==> src/rtl/rvcpu_fetch.sv <==
// Instruction-fetch stage: owns the PC, keeps one request in flight and buffers
// returned opcodes in a 2-entry queue feeding decode as {pc, opcode} pairs.
module rvcpu_fetch #(
  parameter int unsigned      Width   = 32,
  parameter logic [Width-1:0] ResetPc = '0
) (
  input  logic               clk,
  input  logic               rst_n,
  output logic               imem_req_valid,
  input  logic               imem_req_ready,
  output logic [Width-1:0]   imem_req_addr,
  input  logic               imem_rsp_valid,
  input  logic [31:0]        imem_rsp_data,
  input  logic               imem_rsp_err,
  input  logic               redirect_valid,
  input  logic [Width-1:0]   redirect_pc,
  output logic               if_valid,
  input  logic               if_ready,
  output logic [Width+31:0]  if_stage,
  output logic               if_fault
);

  localparam logic [31:0] Nop = 32'h0000_0013;

  typedef struct packed {
    logic [Width-1:0] pc;
    logic [31:0]      opcode;
  } stage_if_t;

  typedef struct packed {
    stage_if_t s;
    logic      fault;
  } entry_t;

  logic [Width-1:0] pc_q, pc_d;
  logic [Width-1:0] req_pc_q, req_pc_d;
  logic             outstanding_q, outstanding_d;
  logic             kill_q, kill_d;
  logic [1:0]       count_q, count_d;
  logic             rd_ptr_q, rd_ptr_d;
  entry_t           q_q [2];
  entry_t           q_d [2];

  logic      req_fire, rsp_fire, rsp_push, pop, wr_ptr;
  entry_t    head, new_ent;
  stage_if_t idle;

  // Issue only with a free slot guaranteed for the reply; redirect blocks issue.
  always_comb begin
    imem_req_valid = rst_n && !outstanding_q && (count_q < 2'd2) && !redirect_valid;
    imem_req_addr  = pc_q & ~Width'(3);
    head           = q_q[rd_ptr_q];
    idle.pc        = '0;
    idle.opcode    = Nop;
    if_valid       = (count_q != 2'd0);
    if_stage       = if_valid ? head.s : idle;
    if_fault       = if_valid && head.fault;
  end

  always_comb begin
    req_fire        = imem_req_valid && imem_req_ready;
    rsp_fire        = imem_rsp_valid && outstanding_q;
    rsp_push        = rsp_fire && !kill_q && !redirect_valid;
    pop             = if_valid && if_ready;
    wr_ptr          = rd_ptr_q ^ count_q[0];
    new_ent.s.pc     = req_pc_q;
    new_ent.s.opcode = imem_rsp_err ? Nop : imem_rsp_data;
    new_ent.fault    = imem_rsp_err;

    pc_d          = pc_q;
    req_pc_d      = req_pc_q;
    outstanding_d = outstanding_q;
    kill_d        = kill_q;
    count_d       = count_q;
    rd_ptr_d      = rd_ptr_q;
    q_d           = q_q;

    if (redirect_valid) begin
      // A reply still owed for a stale fetch must be swallowed when it lands.
      pc_d          = redirect_pc & ~Width'(3);
      outstanding_d = outstanding_q && !rsp_fire;
      kill_d        = outstanding_q && !rsp_fire;
      count_d       = 2'd0;
      rd_ptr_d      = 1'b0;
    end else begin
      if (req_fire) begin
        outstanding_d = 1'b1;
        req_pc_d      = pc_q;
        pc_d          = pc_q + Width'(4);
      end else if (rsp_fire) begin
        outstanding_d = 1'b0;
      end
      if (rsp_fire && kill_q) kill_d = 1'b0;
      if (rsp_push) q_d[wr_ptr] = new_ent;
      if (pop) rd_ptr_d = ~rd_ptr_q;
      count_d = count_q + {1'b0, rsp_push} - {1'b0, pop};
    end
  end

  always_ff @(posedge clk or negedge rst_n) begin
    if (!rst_n) begin
      pc_q          <= ResetPc;
      req_pc_q      <= ResetPc;
      outstanding_q <= 1'b0;
      kill_q        <= 1'b0;
      count_q       <= 2'd0;
      rd_ptr_q      <= 1'b0;
      q_q[0]        <= '0;
      q_q[1]        <= '0;
    end else begin
      pc_q          <= pc_d;
      req_pc_q      <= req_pc_d;
      outstanding_q <= outstanding_d;
      kill_q        <= kill_d;
      count_q       <= count_d;
      rd_ptr_q      <= rd_ptr_d;
      q_q           <= q_d;
    end
  end

endmodule
==> config.mk <==
export PLATFORM = sky130hd
export DESIGN_NAME = rvcpu_fetch
export DESIGN_NICKNAME = d
export VERILOG_FILES = /design/src/rtl/rvcpu_fetch.sv
export SDC_FILE = /design/constraint.sdc
export NUM_CORES = 1
export LEC_CHECK = 0
export ABC_AREA = 1
export CORE_MARGIN = 2
export CORE_UTILIZATION = 40
export CTS_CLUSTER_SIZE = 25
export DETAILED_ROUTE_END_ITERATION = 12
export PLACE_DENSITY = 0.69
export RECOVER_POWER = 100
export SYNTH_ARGS = -nofsm -noshare
export SYNTH_HDL_FRONTEND = slang
export SYNTH_SLANG_ARGS = --single-unit
==> constraint.sdc <==
create_clock -name clk -period 2.4 [get_ports clk]
set_input_delay 0.36 -clock clk [delete_from_list [all_inputs] [get_ports clk]]
set_output_delay 0.36 -clock clk [all_outputs]
set_load 0.05 [all_outputs]
# After elaboration in Yosys (flattened, before gate mapping)
# Index checks and enable logic that the tools add are counted.
[word_totals]
word_cells = 65
in_bits = 71
output_inout_bits = 99
regBits = 199
[op_classes]
reduce_logical = 23
add_sub_neg = 3
n_lt_le_gt_ge = 4
mux = 18
n_bitwise = 5
[op_table]
columns = ["cell", "count"]
rows = [
  ["65-bit two-way mux", 4],
  ["130-bit bitwise mux", 1],
  ["32-bit two-way mux", 3],
  ["65-bit demux with 1-bit select", 1],
  ["64-bit two-way mux", 1],
  ["32-bit by 3-bit adder with 32-bit output, second input constant", 1],
  ["1-bit logical AND", 12],
  ["2-bit nonzero test", 4],
  ["1-bit two-way mux", 7],
  ["2-bit >= comparator, second input constant", 2],
  ["1-bit logical NOT", 4],
  ["1-bit inverter with 2-bit output", 2],
  ["2-bit AND reduction", 2],
  ["3-bit nonzero test", 1],
  ["2-bit by 1-bit adder with 2-bit output", 1],
  ["2-bit by 1-bit < comparator with 1-bit output, second input constant", 1],
  ["2-bit < comparator, second input constant", 1],
  ["2-bit two-way mux", 1],
  ["1-bit inverter", 2],
  ["2-bit by 1-bit subtractor with 2-bit output", 1],
  ["1-bit XOR", 1],
]

# Depth between registers and ports, before layout
# Gate-level depths: netlist of the first run.
[logic_depth]
ltp_word = 7
depth_mapped = 9
ltp_nobuf = 8

# Worst setup path after synthesis of the first run
# No wires, ideal clock.
[synth_path]
kind = "register to output"
from = "register count_q[0]"
to = "output if_stage[23]"
arrival_ns = 1.900
setup_slack_ns = 0.140
stages_incl_launch_ff = 6
required_time_ns = 2.040
cell_sequence = "dfrtp_1 nor2_1 inv_1 buf_2 o21ai_0 a21oi_1"
[synth_between]
elab_chain_len = 2
[synth_lines]
columns = ["item", "line_no", "text"]
rows = [
  ["start: declaration", "39", "logic [1:0] count_q, count_d;"],
  ["start signal: assignment", "115", "count_q <= count_d;"],
  ["2-bit nonzero test", "55", "if_valid = (count_q != 2'd0);"],
  ["via if_valid", "17", "output logic if_valid,"],
  ["64-bit two-way mux", "56", "if_stage = if_valid ? head.s : idle;"],
  ["end: declaration", "19", "output logic [Width+31:0] if_stage,"],
]
# The timed path passes the listed nets, and every way through them passes these cells.

# Worst setup path in the final report of the first run
[layout_path]
from = "register rd_ptr_q"
to = "output if_stage[28]"
[layout_between]
elab_chain_len = 5
[layout_lines]
columns = ["item", "line_no", "text"]
rows = [
  ["start: declaration", "40", "logic rd_ptr_q, rd_ptr_d;"],
  ["start signal: assignment", "116", "rd_ptr_q <= rd_ptr_d;"],
  ["1-bit inverter with 2-bit output (implied by the code)", "52", "head = q_q[rd_ptr_q];"],
  ["65-bit two-way mux (implied by the code) (3 in series)", "52", ""],
  ["64-bit two-way mux", "56", ""],
]
# Every way passes these cells. The select of a mux whose other input is x is not followed.

==> results.yml, run 1 <==
floorplan:
  fp.dieW_um: 159
  io-pin-count: 170
  dieArea_mm2: 0.0251
  start_util_pct: 40.7
  coreArea_mm2: 0.0235
  fp-row-count: 56
  die_h_um: 159
worst_setup_path:
  regToRegSetupSlack_ns: 0.37
  r2r_start: "rd_ptr_q$_DFFE_PN0P_"
  reg2reg_to: "q_q[66]$_DFFE_PN0P_"
  critPathLaunchType: "flip-flop"
  path_max_fanout: 58
  path_class: "flip-flop to output port"
  cp-end-kind: "output port"
  crit_required_ns: 2.04
  ff2ff_path_depth: 6
  cp.arrival_ns: 1.95
final_layout:
  num-fill-cells: 2350
  layout-drive-gt1-share_pct: 9.01
  final_common_cell: "nand2_1"
  area_growth_pct: 24.9
  finalInstanceArea_mm2: 0.0119
  n_antenna_cell: 0
  mostFrequentLayoutCells: "nand2_1 (421), dfrtp_1 (190), inv_1 (165), o21ai_0 (146), nor2_1 (103)"
  fin_nets: 1492
routing:
  final_antenna_net_count: 0
  via_count: 8338
  vias_per_cell: 4.76
  totalWireLength_um: 24300
  drtIter0Drc: 662
  route.detailed.drc: 0
  wl_per_cell_um: 13.9
  drtPass1Iterations: 5
placed_design:
  placed_area_mm2: 0.0118
  gp_congestion: 0.927
  portBuffers: 163
  pre_cts_ws_ns: -0.0176
  post-dp-hpwl_um: 16500
timing:
  rsz0062_at_grt: "false"
  whs_ns: 0.387
  setup_viol: 0
  timing.final.ws_setup_ns: 0.0890
  fmax_ghz: 0.433
  skew_ns: 0.0128
  slew_violations: 0
  max_slew.worst_pin.slew_ns: 1.10
  fin_crit_sh_pct: 96.3
  fin_crit_ns: 2.31
  hold_violations: 0
  timing.slew.headroom_pct: 27.0
clocking:
  path_clk_slew_ns: 0.07
  clock_path_buffers: 2
  ctsRootBufferMaster: "clkbuf_16"
  cts_hold_buf: 0
  htree_num_levels: 4
  post_cts_buffers: 0
  cts_tree: "yes"
  cts_sinks: 191
  cts_buffers: 17
  clk_latency_ns: 0.43
  cts_resized: 0
min_path:
  hold_path_class: "input port to async pin"
yosys:
  yosys.area_share.adder_pct: 0.393
  ys_types: 27
  syn_area_mm2: 0.00955
  synthesis.instances: 1276
  ys_seq_area_share_pct: 50.0
  synth-xor-area-share_pct: 0.472
  synth_compound_area_share_pct: 13.7
  synth_warnings: 0
  synth_mux_area_share_pct: 0
  synth_simple_gate_area_share_pct: 24.9
  syn_area_per_cell_um2: 7.48
  synth_top_family_by_area: "simple AND/OR/NAND/NOR gates"
  ys_ff_latch: 191
grt:
  gr-total-overflow: 0
  grt_usage_pct: 19.9
  grt_pass1_wl_um: 39500
  antenna_found_initial: 0
  grt_max_degree: 82
  grt_pass1_vias: 7907
power_and_ir_drop:
  power.leakage_uw: 0.00605
  vdd_drop_max_mv: 0.377
  power_density_mw_per_mm2: 1000
outcome:
  status: "finished, final reports clean"
job:
  drv_cap: 0
state kept, by name (all words and copies together) (netlist names):
register	count
q_q	126
rd_ptr_q	1
kill_q	1
outstanding_q	1
req_pc_q	30
pc_q	30
count_q	2
worst max-delay path, cell delays in order, from the launching register on:
cell	delay [ns]
dfrtp_4	0.43
buf_12	0.28
buf_12	0.24
o21ai_0	0.11
a21oi_1	0.20
buf_4	0.24
Yosys cell counts, drive strengths merged:
| master | count | share of area (%) |
|---|---|---|
| a21oi | 79 | 4.1 |
| buf | 36 | 2.4 |
| clkbuf | 32 | 1.3 |
| clkinv | 2 | 0.079 |
| conb | 1 | 0.039 |
| dfrtp | 191 | 50 |
| ha | 3 | 0.39 |
| inv | 168 | 6.6 |
| nand2 | 421 | 17 |
| nand3 | 62 | 3.4 |
| nand3b | 4 | 0.31 |
| nor2 | 105 | 4.4 |
| o211ai | 6 | 0.47 |
| o21ai | 159 | 9.1 |
| or2 | 4 | 0.26 |
| xnor2 | 1 | 0.29 |
| xor2 | 2 | 0.18 |
worst max path at each step:
stage                                endpoint  depth (start not counted)                 start  slack [ns]
after floorplan                  if_stage[23]                          5  count_q[0]$_DFF_PN0_        0.14
after global placement    pc_q[7]$_DFFE_PN0P_                          7        redirect_valid       0.006
after detailed placement  pc_q[8]$_DFFE_PN0P_                          7        redirect_valid       -0.02
after CTS                        if_stage[14]                          6  count_q[0]$_DFF_PN0_        0.05
after global routing      q_q[69]$_DFFE_PN0P_                          3                 rst_n       0.008
final                            if_stage[28]                          5  rd_ptr_q$_DFFE_PN0P_        0.09
where the power goes:
group / internal (uW) / total (uW) / leakage (uW) / switching (uW)
clock: 1370 / 2690 / 0.000271 / 1320
sequential: 4410 / 5040 / 0.00236 / 623
combinational: 1400 / 4230 / 0.00342 / 2830
routing by layer:
metal | share of wire, % | global-route usage, %
met1 | 47 | 27.6
met2 | 46 | 32.2
met3 | 5.4 | 3.24
met4 | 1.5 | 6.13
met5 | 0 | 0
kinds of logic (layout without fill, tap and decap cells):
logic type | Yosys count | in the layout
DFF | 191 | 191
xor gates and xnor gates | 3 | 3
and+or+nand+nor | 596 | 596
adders and majority gates | 3 | 3
other | 1 | 4
AOI/OAI and AO/OA | 244 | 244
buffers and inverters | 238 | 390
area by class of cell:
class	count	area [um2]	share of cell area, %
flip-flops and latches	191	4780	40.1
multi-input cells	850	3720	31.2
repair buffers	188	1830	15.3
well taps	319	399	3.35
inverters	170	638	5.35
clock inverters	13	124	1.04
clock buffers	19	433	3.63
stage by stage:
stage	utilization, %	total power [uW]	setup TNS [ns]	instances
floorplan	-	7970	0	1279
global placement	50.3	9620	0	1718
detailed placement	50.3	9760	-0.0228	1718
CTS	52.7	12500	0	1750
global route	50.8	12800	0	1750
finish	50.8	12000	0	1750
No activity file was read; power rests on OpenSTA's default activity.
==> run 2, diff against run 1 <==
--- a/config.mk
+++ b/config.mk
@@ -10,7 +10,8 @@
 export CORE_UTILIZATION = 40
 export CTS_CLUSTER_SIZE = 25
 export DETAILED_ROUTE_END_ITERATION = 12
-export PLACE_DENSITY = 0.69
+export DONT_BUFFER_PORTS = 1
+export PLACE_DENSITY = 0.6
 export RECOVER_POWER = 100
 export SYNTH_ARGS = -nofsm -noshare
 export SYNTH_HDL_FRONTEND = slang
==> run 2 against run 1 <==
Compared with the run above:
- the run now ends with negative hold slack left
- design area fell by 11%
- maximum frequency increased by 0.94%
- hold slack worse by 0.76 ns
- power is 3.6% lower
- flip-flop and latch count did not move
- sequential power about the same
- routed wire length decreased by 1.1%
- first-iteration DRC count shrank 20%
- count of clock-buffer cells in the layout decreased by 2
- largest cell class unchanged
- largest power group unchanged
- highest routed layer unchanged
==> results.yml, run 2 (synthesis results as in run 1) <==
timing:
  fmax_ghz: 0.437
  timing.final.ws_setup_ns: 0.111
  whs_ns: -0.369
  max_slew.worst_pin.slew_ns: 1.08
  hold_violations: 191
  fin_crit_sh_pct: 95.4
  fin_crit_ns: 2.29
  setup_viol: 0
  skew_ns: 0.00765
  rsz0062_at_grt: "false"
  slew_violations: 0
  setup_tns_ns: 0
  timing.slew.headroom_pct: 28.2
clocking:
  cts_sinks: 191
  htree_num_levels: 4
  cts_hold_buf: 1
  clk_latency_ns: 0.43
  post_cts_buffers: 0
  path_clk_slew_ns: 0.07
  clock_path_buffers: 2
  cts_tree: "yes"
  ctsRootBufferMaster: "clkbuf_16"
  cts_buffers: 17
routing:
  vias_per_cell: 4.81
  totalWireLength_um: 24000
  final_antenna_net_count: 0
  drtIter0Drc: 529
  drtPass1Iterations: 4
  wl_per_cell_um: 14.4
  route.detailed.drc: 0
  via_count: 8008
worst_setup_path:
  regToRegSetupSlack_ns: 0.23
  cp-end-kind: "output port"
  reg2reg_to: "pc_q[16]$_DFFE_PN0P_"
  slowest_delay_ns: 0.54
  crit_chain: "inv_1 > buf_12 > nand2_1 > a21oi_1 > buf_2"
  crit_required_ns: 2.04
  ff2ff_path_depth: 8
  path_class: "flip-flop to output port"
  slowest_stage: "dfrtp_4"
  path_max_fanout: 31
  r2r_start: "pc_q[14]$_DFFE_PN0P_"
  cp.arrival_ns: 1.93
  critPathLaunchType: "flip-flop"
job:
  drv_cap: 0
floorplan:
  io-pin-count: 170
  dieArea_mm2: 0.0251
  coreArea_mm2: 0.0235
  fp-row-count: 56
  die_h_um: 159
  start_util_pct: 40.7
  fp.dieW_um: 159
power_and_ir_drop:
  comb_power_share_pct: 31.8
  power.leakage_uw: 0.00544
  power_density_mw_per_mm2: 1080
  power_frac_seq_pct: 43.9
  vdd_drop_max_mv: 0.530
  intPower_uw: 6890
  power_frac_clock_pct: 24.3
  switching_power_uw: 4630
  swShare_pct: 40.2
grt:
  antenna_found_initial: 0
  gr-total-overflow: 0
  grt_pass1_vias: 7413
  grt_pass1_wl_um: 39000
  grt_usage_pct: 19.8
  grt_max_degree: 193
placed_design:
  portBuffers: 0
  gp_congestion: 0.880
  post-dp-hpwl_um: 16200
  placed_area_mm2: 0.0105
  pre_cts_ws_ns: 0.481
final_layout:
  n_antenna_cell: 0
  largestRegisters: "q_q (126), pc_q (30), req_pc_q (30)"
  fin_nets: 1408
  largest_reg_flops: 126
  final_util_pct: 45.5
  layout-drive-gt1-share_pct: 9.28
  regMostFlops: "q_q"
  area_growth_pct: 11.7
  final_common_cell: "nand2_1"
  num-fill-cells: 2466
  finalInstanceArea_mm2: 0.0107
  mostFrequentLayoutCells: "nand2_1 (421), dfrtp_1 (190), inv_1 (166), o21ai_0 (145), nor2_1 (102)"
outcome:
  status: "finished with violations"
  violations: "negative hold slack"
min_path:
  hold_path_class: "input port to async pin"
## run 2: cell types whose count changed in the layout (fill, tap and decap cells not counted), moves of 4 or more
cell / change
clkinvlp_4: +4
dlymetal6s2s_1: -9
o21ai_1: +7
clkdlybuf4s50_1: -66
buf_4: -13
dlygate4sd3_1: -30
clkdlybuf4s15_2: -8
buf_12: -10
o21ai_2: -6
clkbuf_1: +16
clkbuf_2: +45
clkbuf_4: -11
## run 2: power by group through the flow
stage,registers (uW),clock network [uW],logic (uW)
2_1_floorplan,5140,0,2820
3_3_place_gp,5080,0,3960
3_5_place_dp,5120,0,4040
4_1_cts,5060,2870,4050
5_1_grt,5200,3020,4140
6_report,5050,2800,3670
## run 2: layout make-up
| cell class | count | area [um2] | share of cell area, % |
|---|---|---|---|
| Inverter | 170 | 638 | 5.98 |
| Clock inverter | 15 | 151 | 1.42 |
| Timing Repair Buffer | 104 | 579 | 5.43 |
| Clock buffer | 17 | 425 | 3.99 |
| Sequential cell | 191 | 4780 | 44.8 |
| Tap cell | 319 | 399 | 3.74 |
| Multi-Input combinational cell | 850 | 3690 | 34.6 |
## run 2: routing by layer
metal	share of wire [%]	vias to the layer above	routed length, um	GRT usage [%]
met2	47	182	11200	31.6
met1	47	3747	11400	28.0
met4	0.80	0	192	4.55
met5	0	-	0	0
met3	5.0	12	1210	3.92
li1	-	4067	-	-
## run 2: worst max path at each step
stage | from | endpoint | slack [ns] | cells after the start
3_3_place_gp | rd_ptr_q$_DFFE_PN0P_ | if_stage[10] | 0.50 | 4
5_1_grt | rd_ptr_q$_DFFE_PN0P_ | if_stage[10] | 0.03 | 4
3_5_place_dp | rd_ptr_q$_DFFE_PN0P_ | if_stage[10] | 0.48 | 4
4_1_cts | rd_ptr_q$_DFFE_PN0P_ | if_stage[10] | 0.01 | 4
2_1_floorplan | count_q[0]$_DFF_PN0_ | if_stage[23] | 0.14 | 5
6_report | rd_ptr_q$_DFFE_PN0P_ | if_stage[52] | 0.11 | 5
## run 2: per-stage QoR
step / power (uW) / instances
global placement: 9050 / 1633
finish: 11500 / 1666
detailed placement: 9160 / 1633
floorplan: 7970 / 1279
global route: 12400 / 1666
CTS: 12000 / 1666
## run 2: worst max-delay path: cells and delay by family (launching register included)
family	cells	cell delay [ns]
buffers and inverters	3	0.64
AOI/OAI and AO/OA	1	0.24
DFF	1	0.54
and+or+nand+nor	1	0.07
## run 2: repair_timing
| action | 4_1_cts | 5_1_grt |
|---|---|---|
| gates resized for setup | 0 | 2 |
| endpoints found under the setup margin | 0 | 27 |
| endpoints found under the hold margin | 192 | 191 |
==> run 3, diff against run 2 <==
--- a/config.mk
+++ b/config.mk
@@ -12,7 +12,7 @@
 export DETAILED_ROUTE_END_ITERATION = 12
 export DONT_BUFFER_PORTS = 1
 export PLACE_DENSITY = 0.6
-export RECOVER_POWER = 100
+export RECOVER_POWER = 50
 export SYNTH_ARGS = -nofsm -noshare
 export SYNTH_HDL_FRONTEND = slang
 export SYNTH_SLANG_ARGS = --single-unit
==> run 3 against run 2 <==
Compared with the run above:
- the run still ends with negative hold slack left
- non-clock buffer count unchanged
- global-route usage unchanged
- register-to-register slack about the same
- combinational power up 6.0%
- critical path type unchanged
- critical endpoint unchanged
==> results.yml, run 3 (synthesis results as in run 1) <==
timing:
  rsz0062_at_grt: "false"
  fin_crit_sh_pct: 92.8
  timing.slew.headroom_pct: 41.7
  setup_viol: 0
  setup_tns_ns: 0
  hold_violations: 191
  skew_ns: 0.00857
  max_slew.worst_pin.slew_ns: 0.875
  fin_crit_ns: 2.23
  whs_ns: -0.370
  slew_violations: 0
  fmax_ghz: 0.449
outcome:
  status: "finished with violations"
  violations: "negative hold slack"
clocking:
  clock_path_buffers: 2
  ctsRootBufferMaster: "clkbuf_16"
  cts_tree: "yes"
  cts_buffers: 17
  path_clk_slew_ns: 0.07
  cts_hold_buf: 1
  cts_sinks: 191
  clk_latency_ns: 0.43
  htree_num_levels: 4
placed_design:
  gp_congestion: 0.880
  portBuffers: 0
  placed_area_mm2: 0.0105
  post-dp-hpwl_um: 16200
floorplan:
  coreArea_mm2: 0.0235
  dieArea_mm2: 0.0251
  start_util_pct: 40.7
  die_h_um: 159
  fp-row-count: 56
  fp.dieW_um: 159
  io-pin-count: 170
job:
  drv_cap: 0
final_layout:
  mostFrequentLayoutCells: "nand2_1 (421), dfrtp_1 (190), inv_1 (165), o21ai_0 (108), nor2_1 (101)"
  final_common_cell: "nand2_1"
  layout-drive-gt1-share_pct: 10.2
  n_antenna_cell: 0
  regMostFlops: "q_q"
  largest_reg_flops: 126
  largestRegisters: "q_q (126), pc_q (30), req_pc_q (30)"
  finalInstanceArea_mm2: 0.0109
  fin_nets: 1408
  area_growth_pct: 14.2
grt:
  antenna_found_initial: 0
  grt_pass1_wl_um: 39000
  gr-total-overflow: 0
  grt_max_degree: 193
  grt_usage_pct: 19.8
  grt_pass1_vias: 7413
routing:
  via_count: 8039
  drtPass1Iterations: 5
  drtIter0Drc: 532
  wl_per_cell_um: 14.4
  totalWireLength_um: 24000
  final_antenna_net_count: 0
  vias_per_cell: 4.83
  route.detailed.drc: 0
power_and_ir_drop:
  power.leakage_uw: 0.00552
  power_density_mw_per_mm2: 1080
  vdd_drop_max_mv: 0.544
worst_setup_path:
  path_class: "flip-flop to output port"
  cp.arrival_ns: 1.87
  crit_required_ns: 2.04
  path_max_fanout: 31
  cp-end-kind: "output port"
  critPathLaunchType: "flip-flop"
min_path:
  hold_path_class: "input port to async pin"
## run 3: worst paths after layout
check | start | to | slack, ns | cells after the start
max in group asynchronous | rst_n | rd_ptr_q$_DFFE_PN0P_ | 2.40 | 0
min | rst_n | q_q[25]$_DFFE_PN0P_ | -0.37 | 0
max | rd_ptr_q$_DFFE_PN0P_ | if_stage[52] | 0.17 | 5
min reg2reg | q_q[76]$_DFFE_PN0P_ | q_q[76]$_DFFE_PN0P_ | 0.47 | 2
min in group clk | redirect_pc[9] | pc_q[9]$_DFFE_PN0P_ | 0.06 | 2
max reg2reg | pc_q[14]$_DFFE_PN0P_ | pc_q[16]$_DFFE_PN0P_ | 0.23 | 8
## run 3: critical path, stage by stage, from the launching register on
cell     delay (ns)
dfrtp_4        0.54
inv_1          0.12
buf_12         0.20
nand2_1        0.07
a21oi_1        0.24
buf_4          0.26
## run 3: cell type report
| cell class | instances | area, um2 |
|---|---|---|
| Fill cell | 2423 | 12600 |
| Multi-Input combinational cell | 850 | 3720 |
| Tap cell | 319 | 399 |
| Sequential cell | 191 | 4780 |
| Timing Repair Buffer | 104 | 786 |
| Clock inverter | 15 | 151 |
| Inverter | 170 | 638 |
| Clock buffer | 17 | 425 |
## run 3: report_power, final
group | switching, uW | internal, uW | leakage (uW)
registers | 649 | 4410 | 0.00236
clock network | 1340 | 1460 | 0.000267
logic | 2690 | 1190 | 0.00290
## run 3: per-layer routing
metal  global-route usage (%)  up-vias  share of wire [%]
met5                        0        -                  0
met4                     4.55        0               0.95
met3                     3.92       17                5.2
met2                     31.6      185                 47
met1                     28.0     3762                 47
li1                         -     4075                  -
## run 3: stage by stage
stage	setup WS (ns)	std cells	utilization (%)	hold slack (ns)	total power [uW]
floorplan	0.140	1279	-	0.0644	7970
global placement	0.500	1633	44.6	0.0745	9050
detailed placement	0.481	1633	44.6	0.0789	9160
CTS	0.00975	1666	47.1	-0.393	12000
global route	0.0445	1666	46.4	-0.403	12600
finish	0.172	1666	46.4	-0.370	11700
## run 3: what timing repair did
item / 4_1_cts / 5_1_grt
setup endpoints to repair: 0 / 27
setup buffers: 0 / 0
gates resized for setup: 0 / 2
hold endpoints to repair: 192 / 191
==> edit, RTL diff (flow settings as in run 2) <==
Reset style: synchronous (`rst_n`), changed in one clocked block.
--- a/src/rtl/rvcpu_fetch.sv
+++ b/src/rtl/rvcpu_fetch.sv
@@ -97,7 +97,7 @@
     end
   end
 
-  always_ff @(posedge clk or negedge rst_n) begin
+  always_ff @(posedge clk) begin
     if (!rst_n) begin
       pc_q          <= ResetPc;
       req_pc_q      <= ResetPc;
Function: differs if rst_n is asserted again (counterexample within 4 cycles, from zero or initial values and one cycle with rst_n low); with rst_n held inactive, the same outputs for 4 cycles.
==> edit against run 2 <==
Largest cell class is now multi-input gates. Critical path depth is the same. Highest routed layer unchanged. Sequential cell count is the same. Synthesized area shrank 7.3%. Count of clock-buffer cells in the layout grew 2. Wire length is essentially flat. First-iteration DRC count shrank 19%. Cell area shrank 5.7%. Worst setup slack lost 21 ps. Clock skew grew 3.7 ps. Non-clock buffer count grew 4.
Power is not compared: it rests on default switching activity, and its combinational part moved more than twofold at a synthesized area within 25%.
==> edit: results (changes against run 2) <==
The data arrival time of the worst path is 1950 ps (+20 ps). The worst hold path begins at rst_n. The number of diodes is 0 (unchanged). The via count of the first global-routing pass came out at 7605 (+2.6%). The global-route wire length before repair came out at 38.9 mm (-0.13%). The number of buffers inserted during clock tree synthesis was 17 (unchanged).

The pin count of the biggest net entering global routing is 152 (-21%). The run finished with clean final reports. The share of flip-flops with an asynchronous set or reset is 0% (-100 points). The number of routed nets with antenna violations came to 0 (unchanged). The sequential share of the synthesized area is 43.2% (-6.9 points). Among all stages on the critical path, the largest delay is contributed by sky130_fd_sc_hd__dfxtp_2.

The worst slew margin relative to its limit is 34.1% (+5.9 points). The post-placement cell area is 9780 sq um (-6.6%). The number of input and output port buffers inserted is 0 (unchanged). The weighted congestion at the end of routability-driven global placement is 0.912 (+3.6%).

The detailed placement HPWL came out at 15.3 mm (-5.3%). The worst register-to-register path begins at pc_q[21]. The share of post-route cells with drive strength above 1 came out at 10.2% (+0.91 points).

The count of distinct cell types in the synthesized netlist is 32 (+19%). Counting instances in the post-synthesis netlist gives the leading cell types as 230 x sky130_fd_sc_hd__nand2_1, 194 x sky130_fd_sc_hd__nor2_1, 191 x sky130_fd_sc_hd__dfxtp_1, 178 x sky130_fd_sc_hd__o21ai_0, 168 x sky130_fd_sc_hd__a21oi_1. The global routing usage summed across all routing layers was 20.4% (+0.54 points).

The classification of the worst-slack hold path is in2reg. The final-layout fill cell count came out at 2336 (-5.3%). By area the synthesized netlist is led by sky130_fd_sc_hd__dfxtp_1 43%, sky130_fd_sc_hd__o21ai_0 10%, sky130_fd_sc_hd__nand2_1 9.7%, sky130_fd_sc_hd__a21oi_1 9.5%, sky130_fd_sc_hd__nor2_1 8.2%.

The number of optimization iterations in the first detailed-route pass is 5 (+1). The instance count of the mapped netlist is 1298 (+1.7%). The largest fanout on the critical path came out at 15 (-52%). The final worst clock skew came out at 11.3 ps (+3.69 ps). The number of placed instances, taps included is 1602 (-1.9%). The total number of nets in the final design came out at 1415 (+0.50%).

The startpoint of the most critical setup path is rd_ptr_q. The initial DRC count is 429 (-19%). The per-cell via count in the routed design came out at 5.01 (+4.2%). The maximum cell stage delay along the critical path came to 440 ps (-100 ps). The clock-pin slew of the registers on the worst-case setup and hold paths was 70 ps (about the same). The overall via count from detail_route is 8187 (+2.2%).

Across the VDD grid, the largest voltage drop is 0.510 mV. The detailed-route wire length came out at 24.0 mm (about the same).
==> edit: final timing paths <==
path / to / slack (ps) / depth (start not counted)
max: if_stage[43] / 90 / 5
max reg2reg: pc_q[31] / 320 / 8
min: pc_q[17] / 40 / 2
min reg2reg: q_q[90] / 450 / 2
==> edit: per-layer routing <==
layer / vias to the layer above / GRT usage (%) / wire length (um)
li1: 4244 / - / -
met1: 3677 / 27.1 / 11300
met2: 252 / 33.5 / 10800
met3: 14 / 5.09 / 1610
met4: 0 / 4.59 / 244
met5: - / 0 / 0
==> edit: cell families after synthesis <==
family / after synthesis / share of synthesized area, %
and+or+nand+nor: 483 / 21.9
AOI/OAI and AO/OA: 372 / 22.3
buffers and inverters: 237 / 11.1
DFF: 191 / 43.2
xor gates and xnor gates: 11 / 1.09
adders and majority gates: 3 / 0.424
other: 1 / 0.0424
==> edit: final cells by class <==
type	count	share of cell area (%)
Clock buffer	19	4.40
Clock inverter	13	1.17
Inverter	150	5.59
Multi-Input combinational cell	873	40.4
Sequential cell	191	38.0
Tap cell	280	3.48
Timing Repair Buffer	108	6.94
==> edit: per-stage QoR <==
step	utilization, %	setup WS (ps)
2_1_floorplan	-	137
3_3_place_gp	44.9	478
3_5_place_dp	44.9	457
4_1_cts	47.5	46.6
5_1_grt	46.3	7.87
6_report	46.3	89.3
==> edit: worst max-delay path: cells and delay by family (launching register included) <==
kind            cells  cell delay [ps]
flops               1              440
compound gates      1              230
buf+inv             3              770
simple gates        1               70
==> edit: where the power goes <==
group	internal [W]	total (W)	switching [W]
combinational	0.000125	0.000482	0.000357
clock	0.00140	0.00272	0.00132
sequential	0.00324	0.00329	0.0000506
